--- config.mk ---
export PLATFORM = sky130hd
export DESIGN_NAME = fp_add_issuer
export DESIGN_NICKNAME = d
export VERILOG_FILES = /design/src/rtl/fp_add_issuer.sv
export SDC_FILE = /design/constraint.sdc
export NUM_CORES = 1
export LEC_CHECK = 0
export ABC_AREA = 1
export BUFFER_PORTS_ARGS = -buffer_cell sky130_fd_sc_hd__buf_2
export CAP_MARGIN = 40
export CELL_PAD_IN_SITES_DETAIL_PLACEMENT = 1
export CELL_PAD_IN_SITES_GLOBAL_PLACEMENT = 2
export CORE_UTILIZATION = 42
export DETAILED_ROUTE_END_ITERATION = 10
export PLACE_DENSITY_LB_ADDON = 0.1
export SLEW_MARGIN = 30
export SYNTH_ARGS = -nofsm -noshare
export SYNTH_HDL_FRONTEND = slang
export SYNTH_SLANG_ARGS = --single-unit
--- constraint.sdc ---
create_clock -name clk -period 11.15 [get_ports clk]
set_input_delay 0 -clock clk [delete_from_list [all_inputs] [get_ports clk]]
set_output_delay 0 -clock clk [all_outputs]
set_load 0.01 [all_outputs]
--- src/rtl/fp_add_issuer.sv ---
// Requester-side sequencer for a multi-cycle FP adder: buffers operand pairs,
// issues them with a one-cycle start pulse, captures results, recovers on timeout.
module fp_add_issuer #(
  parameter int DEPTH   = 4,
  parameter int TIMEOUT = 64
) (
  input  logic        clk,
  input  logic        rst,
  input  logic        in_valid,
  output logic        in_ready,
  input  logic [31:0] in_a,
  input  logic [31:0] in_b,
  output logic [31:0] Ain,
  output logic [31:0] Bin,
  output logic        start,
  input  logic        done,
  input  logic [31:0] Ans,
  output logic        res_valid,
  input  logic        res_ready,
  output logic [31:0] res,
  output logic        busy,
  output logic        err
);

  localparam int CW = $clog2(DEPTH + 1);
  localparam int PW = $clog2(DEPTH);
  localparam logic [CW-1:0] FULL    = CW'(DEPTH);
  localparam logic [15:0]   WD_LAST = 16'(TIMEOUT - 1);

  typedef enum logic [1:0] {IDLE, START, WAIT} state_t;

  state_t        state;
  logic [31:0]   mem_a [DEPTH];
  logic [31:0]   mem_b [DEPTH];
  logic [PW-1:0] wr_ptr;
  logic [PW-1:0] rd_ptr;
  logic [CW-1:0] count;
  logic [15:0]   wdog;
  logic          push;
  logic          pop;

  // A full FIFO refuses new data even in a cycle where the head is popped.
  assign in_ready = (count != FULL);
  assign push     = in_valid && in_ready;
  assign pop      = (state == IDLE) && (count != '0) && !res_valid;

  always_ff @(posedge clk) begin
    if (push) begin
      mem_a[wr_ptr] <= in_a;
      mem_b[wr_ptr] <= in_b;
    end
  end

  always_ff @(posedge clk or negedge rst) begin
    if (!rst) begin
      wr_ptr <= '0;
      rd_ptr <= '0;
      count  <= '0;
    end else begin
      if (push) wr_ptr <= wr_ptr + PW'(1);
      if (pop)  rd_ptr <= rd_ptr + PW'(1);
      case ({push, pop})
        2'b10:   count <= count + CW'(1);
        2'b01:   count <= count - CW'(1);
        default: count <= count;
      endcase
    end
  end

  // Issue FSM; every adder-facing and downstream output is registered here.
  always_ff @(posedge clk or negedge rst) begin
    if (!rst) begin
      state     <= IDLE;
      Ain       <= '0;
      Bin       <= '0;
      start     <= 1'b0;
      res_valid <= 1'b0;
      res       <= '0;
      busy      <= 1'b0;
      err       <= 1'b0;
      wdog      <= '0;
    end else begin
      start <= 1'b0;
      err   <= 1'b0;
      if (res_valid && res_ready) res_valid <= 1'b0;
      case (state)
        IDLE: begin
          if (pop) begin
            Ain   <= mem_a[rd_ptr];
            Bin   <= mem_b[rd_ptr];
            start <= 1'b1;
            busy  <= 1'b1;
            state <= START;
          end
        end
        START: begin
          wdog  <= '0;
          state <= WAIT;
        end
        WAIT: begin
          wdog <= wdog + 16'd1;
          if (done) begin
            res       <= Ans;
            res_valid <= 1'b1;
            busy      <= 1'b0;
            state     <= IDLE;
          end else if (wdog == WD_LAST) begin
            err   <= 1'b1;
            busy  <= 1'b0;
            state <= IDLE;
          end
        end
        default: begin
          busy  <= 1'b0;
          state <= IDLE;
        end
      endcase
    end
  end

endmodule

==> impl_metrics.toml, run 1 <==
[cells_and_area]
area_growth_pct = 27.1
instances_no_fill = 1956
drive_above_1_share_pct = 21.4
layout.nets = 1587
layout_common_cells = "nor2_1, edfxtp_1, buf_2"
final_common_cell = "nor2_1"
nFillCells = 3511

[sta]
setup_viol = 0
rsz0062_at_grt = "no"
fin_crit_ns = 2.80
hold_viol_final = 0
finalSetupTns_ns = 0
slew_headroom_pct = 49.3
fin_crit_sh_pct = 25.1
skew_ns = 0.0173
drv_slew = 0
fmax_mhz = 358
tightest_slew_ns = 0.760

[yosys]
synth_compound_area_share_pct = 7.82
yosys.area_share.xor_xnor_pct = 0.300
synth_seq_cells = 381
synth_top_family_by_area = "simple AND/OR/NAND/NOR gates"
yosys.area_share.simple_pct = 11.4
netlist_area_mm2 = 0.0146
synth_fa_ha_area_share_pct = 0.993
yosysSeqAreaShare_pct = 74.0
synthMuxAreaShare_pct = 2.46
synth_fp_nets = 1283
synth_cell_types = 27
synth.yosys.warnings = 0
synthCells = 1171
synth_area_leaders = "edfxtp_1, dfrtp_1, nor2_1, a31oi_1, o21ai_0"
synth_area_per_cell_um2 = 12.5
yosys.area.top_type = "edfxtp_1"
synth_top_cell_area_share_pct = 52.6

[drt]
drc = 0
ant_nets = 0
dr.pass1.iters = 4
drt_iter0_drc = 434
wl_per_cell_um = 18.9
routed_wl_um = 36900
via_per_inst = 5.04
num_vias = 9861

[worst_setup_path]
arrival_ns = 3.20
crit_required_ns = 11.56
cp-start-kind = "flip-flop"
cp_max_fo = 66
endpoint_kind = "flip-flop"
critical_path_class = "flip-flop to flip-flop"

[global_route]
grt_max_degree = 87
grt_overflow_total = 0
grt_pass1_wl_um = 58400
grt_pass1_vias = 10500
grt_usage_pct = 21.1
antenna_found_initial = 1

[placed_design]
hpwl_um = 21100
finalWeightedCongestion = 0.758
numPlacedInstances = 1776
portBuffers = 201

[cts]
clk_latency_ns = 0.53
cts_tree = "done"
cts.path.max_buffers = 3
cts_setup_buffers = 0
clkTransAtPathRegs_ns = 0.06
ctsResizeCount = 0
cts_buffers = 43
htree_levels = 2
clockRootBuffer = "clkbuf_16"
cts.sinks = 381

[die]
die_width_um = 189
core_mm2 = 0.0339
start_util_pct = 43.2
die_h_um = 189
std_cell_rows = 67
io_pins = 202
fp.dieArea_mm2 = 0.0356

[power_and_ir_drop]
p_leak_nw = 7.20
powerDensity_mw_per_mm2 = 278
vdd_drop_max_mv = 0.157

[status]
status = "finished, final reports clean"

[worst_hold_path]
hold_class = "input port to flip-flop"

[flow_run]
max_cap_viol_count = 0
-- synth_stat cells --
cell / number
buf_2: 24
edfxtp_1: 256
nand2_2: 1
buf_6: 4
o21bai_1: 1
nand4_1: 1
and3_1: 1
nor2_1: 363
mux2_2: 32
o21ai_1: 65
nand3_1: 12
buf_4: 9
nor2_2: 2
fa_1: 1
xor2_1: 4
dfrtp_1: 125
inv_2: 5
clkbuf_1: 17
nand2_1: 54
a31oi_1: 64
o21ai_0: 73
inv_1: 29
xnor2_1: 1
buf_1: 6
ha_1: 10
nor3_1: 2
a21oi_1: 9
-- layer usage --
metal	track usage, %	share of wire (%)	vias to the layer above
met5	0	0	-
met4	5.24	1.7	0
met3	3.84	4.6	46
met2	36.9	50	217
met1	26.8	44	4925
li1	-	-	4673
-- cells by family after synthesis --
logic type,after synthesis
buffers and inverters,94
AND/OR/NAND/NOR,436
XOR/XNOR,5
AO/OA/AOI/OAI,212
multiplexers,32
adder cells (fa/ha/maj),11
flip-flops,381
-- layout make-up --
| class | instances | area (µm²) | area share [%] |
|---|---|---|---|
| flip-flops and latches | 381 | 10800 | 58.3 |
| multi-input cells | 696 | 3390 | 18.2 |
| repair buffers | 319 | 2290 | 12.3 |
| clock buffers | 65 | 1250 | 6.73 |
| well taps | 448 | 561 | 3.02 |
| inverters | 34 | 133 | 0.714 |
| clock inverters | 12 | 130 | 0.700 |
| diodes | 1 | 2.50 | 0.0135 |
-- metrics by stage --
stage	instance area [µm²]	power [mW]	setup WS, ns	util (%)	hold WS [ns]
floorplan	14600	3.19	7.21	-	-0.296
global placement	16000	3.70	8.36	47.2	0.115
detailed placement	16100	3.82	8.33	47.7	0.108
CTS	18500	5.24	8.29	54.7	0.103
global route	18600	5.50	8.08	54.9	0.203
finish	18600	5.17	8.35	54.9	0.152
-- where the power goes --
part / internal [mW] / total, mW / switching [mW]
clock network: 0.840 / 1.38 / 0.537
registers: 1.93 / 2.15 / 0.214
logic: 0.594 / 1.64 / 1.05
-- final timing paths --
path | startpoint | endpoint | cells past startpoint | slack [ns]
max | state[0] | count[2] | 12 | 8.35
min | in_valid | wr_ptr[1] | 4 | 0.15
max reg2reg | state[0] | count[2] | 12 | 8.35
min reg2reg | count[0] | count[0] | 1 | 0.49
max in group asynchronous | rst | Ain[0] | 5 | 9.77
min in group asynchronous | rst | res[16] | 3 | 0.46
-- sequential cells by signal, summed over array words and instances (netlist names) --
name / cells
mem_a: 128
mem_b: 128
Ain: 32
Bin: 32
res: 32
wdog: 16
count: 3
rd_ptr: 2
state: 2
wr_ptr: 2
busy: 1
err: 1
res_valid: 1
start: 1
-- worst max-delay path, cell delays in order (launching register included) --
cell and delay, ns:
dfrtp_1 0.41, inv_1 0.09, ha_1 0.22, inv_2 0.05, nor2_2 0.08, nand2_2 0.10, inv_4 0.53, ha_1 0.26
inv_1 0.07, fa_1 0.40, a21oi_1 0.16, o21ai_0 0.12, xor2_1 0.15
-- timing repair --
action                                 4_1_cts  5_1_grt
setup endpoints to repair                    0        0
endpoints found under the hold margin      367       27
hold buffers                                99        1
Note: power is estimated with default switching activity, not from simulation.
==> run 2, diff against run 1 <==
--- a/config.mk
+++ b/config.mk
@@ -10,7 +10,7 @@
 export CAP_MARGIN = 40
 export CELL_PAD_IN_SITES_DETAIL_PLACEMENT = 1
 export CELL_PAD_IN_SITES_GLOBAL_PLACEMENT = 2
-export CORE_UTILIZATION = 42
+export CORE_UTILIZATION = 39
 export DETAILED_ROUTE_END_ITERATION = 10
 export PLACE_DENSITY_LB_ADDON = 0.1
 export SLEW_MARGIN = 30
==> constraint.sdc (replaced) <==
create_clock -name clk -period 2.9 [get_ports clk]
set_input_delay 0 -clock clk [delete_from_list [all_inputs] [get_ports clk]]
set_output_delay 0 -clock clk [all_outputs]
set_load 0.01 [all_outputs]
==> run 2 against run 1 <==
Hold slack got worse by 0.11 ns. Cell count grew 1.2%. Core utilization is 4.4 points lower. Largest power group unchanged. Sequential share of layout area about the same. Total power grew to 3.8 times the previous value. Sequential power rose to 3.7 times the previous value. Highest routed layer unchanged.
==> impl_metrics.toml, run 2 (synthesis gave the netlist of run 1 again) <==
[global_route]
grt_max_degree = 131
grt_overflow_total = 0
grt_pass1_vias = 10400
grt_usage_pct = 19.7
grt_pass1_wl_um = 58100
antenna_found_initial = 0

[drt]
routed_wl_um = 36500
drt_iter0_drc = 373
via_per_inst = 4.98
drc = 0
ant_nets = 0
dr.pass1.iters = 4
wl_per_cell_um = 18.5
num_vias = 9855

[die]
die_h_um = 196
io_pins = 202
fp.dieArea_mm2 = 0.0383
start_util_pct = 39.7
core_mm2 = 0.0368
std_cell_rows = 70
die_width_um = 196

[flow_run]
max_cap_viol_count = 0

[cells_and_area]
post-route-cell-area_mm2 = 0.0186
layout.nets = 1590
reg_top3 = "mem_a (128), mem_b (128)"
fin_util_pct = 50.5
instances_no_fill = 1980
num_antenna_cells = 0
drive_above_1_share_pct = 22.4
final_common_cell = "nor2_1"
area_growth_pct = 27.0
layout_common_cells = "nor2_1, edfxtp_1, buf_2"

[sta]
fmax_mhz = 454
tightest_slew_ns = 0.695
fin_crit_sh_pct = 75.9
whs_ns = 0.0393
drv_slew = 0
setup_viol = 0
slew_headroom_pct = 53.7
finalWorstSetupSlack_ns = 0.698
hold_viol_final = 0
finalSetupTns_ns = 0
fin_crit_ns = 2.20
skew_ns = 0.0193
rsz0062_at_grt = "no"

[worst_hold_path]
hold_class = "input port to async pin"

[power_and_ir_drop]
vdd_drop_max_mv = 0.601
p_leak_nw = 7.19
total_power_mw = 19.7
powerDensity_mw_per_mm2 = 1060

[cts]
cts_buffers = 42
cts_setup_buffers = 0
htree_levels = 2
clkTransAtPathRegs_ns = 0.06
cts.path.max_buffers = 3
clockRootBuffer = "clkbuf_16"
cts.sinks = 381
cts_tree = "done"
clk_latency_ns = 0.57

[worst_setup_path]
cp_max_fo = 5
endpoint_kind = "flip-flop"
slowest_delay_ns = 0.40
arrival_ns = 2.65
cp-start-kind = "flip-flop"
crit_chain = "inv_1 > ha_1 > inv_2 > nor2_2 > nand2_2 > inv_4 > ha_1 > inv_1 > fa_1 > a21oi_1 > o21ai_0 > xor2_1"
critical_path_class = "flip-flop to flip-flop"
regToRegSetupSlack_ns = 0.70
crit_required_ns = 3.35
slowest_stage = "dfrtp_1"

[placed_design]
numPlacedInstances = 1802
place_ws_ns = 0.716
placed_cell_area_mm2 = 0.0162
hpwl_um = 20300
portBuffers = 201
finalWeightedCongestion = 0.715

[status]
status = "finished, final reports clean"
-- run 2: changes by cell type in the layout (fill, tap and decap cells not counted), moves of 2 or more --
| cell | before | now |
|---|---|---|
| inv_6 | 0 | 2 |
| clkbuf_1 | 15 | 5 |
| buf_16 | 5 | 0 |
| clkinvlp_4 | 0 | 4 |
| buf_12 | 3 | 9 |
| clkbuf_16 | 45 | 42 |
| clkinv_2 | 5 | 14 |
| buf_4 | 9 | 13 |
-- run 2: where the power goes --
| group | switching (mW) | internal, mW |
|---|---|---|
| logic | 4.22 | 2.33 |
| registers | 0.607 | 7.42 |
| clock network | 2.16 | 2.98 |
| total | 6.99 | 12.7 |
-- run 2: timing repair --
action | 4_1_cts | 5_1_grt
resized for setup | 0 | 0
setup endpoints to repair | 0 | 0
hold endpoints to repair | 360 | 0
hold buffers | 100 | 0
-- run 2: area by class of cell --
class	count	area, µm²
clock buffer	52	1140
tap	468	586
sequential	381	10800
timing repair buffer	323	2290
clock inverter	26	205
inverter	34	133
multi-input combinational	696	3390
fill	3847	18200
-- run 2: final timing paths --
kind | endpoint | start | cells after the start
max | count[2] | state[1] | 12
min | res[6] | rst | 2
max reg2reg | count[2] | state[1] | 12
min reg2reg | busy | busy | 2
max in group asynchronous | res[0] | rst | 3
min in group clk | res_valid | res_ready | 3
-- run 2: per-layer routing --
layer,global-route usage (%),vias up,wire length [µm]
met1,24.9,4873,16100
met4,6.53,0,910
met3,4.34,60,1890
met2,33.7,227,17600
li1,-,4695,-
met5,0,-,0
-- run 2: worst max-delay path, delay by kind of cell, from the launching register on --
| kind | cells | cell delay, ns |
|---|---|---|
| AOI/OAI and AO/OA | 2 | 0.25 |
| xor gates and xnor gates | 1 | 0.15 |
| adders and majority gates | 3 | 0.76 |
| buffers and inverters | 4 | 0.32 |
| DFF | 1 | 0.40 |
| and+or+nand+nor | 2 | 0.19 |
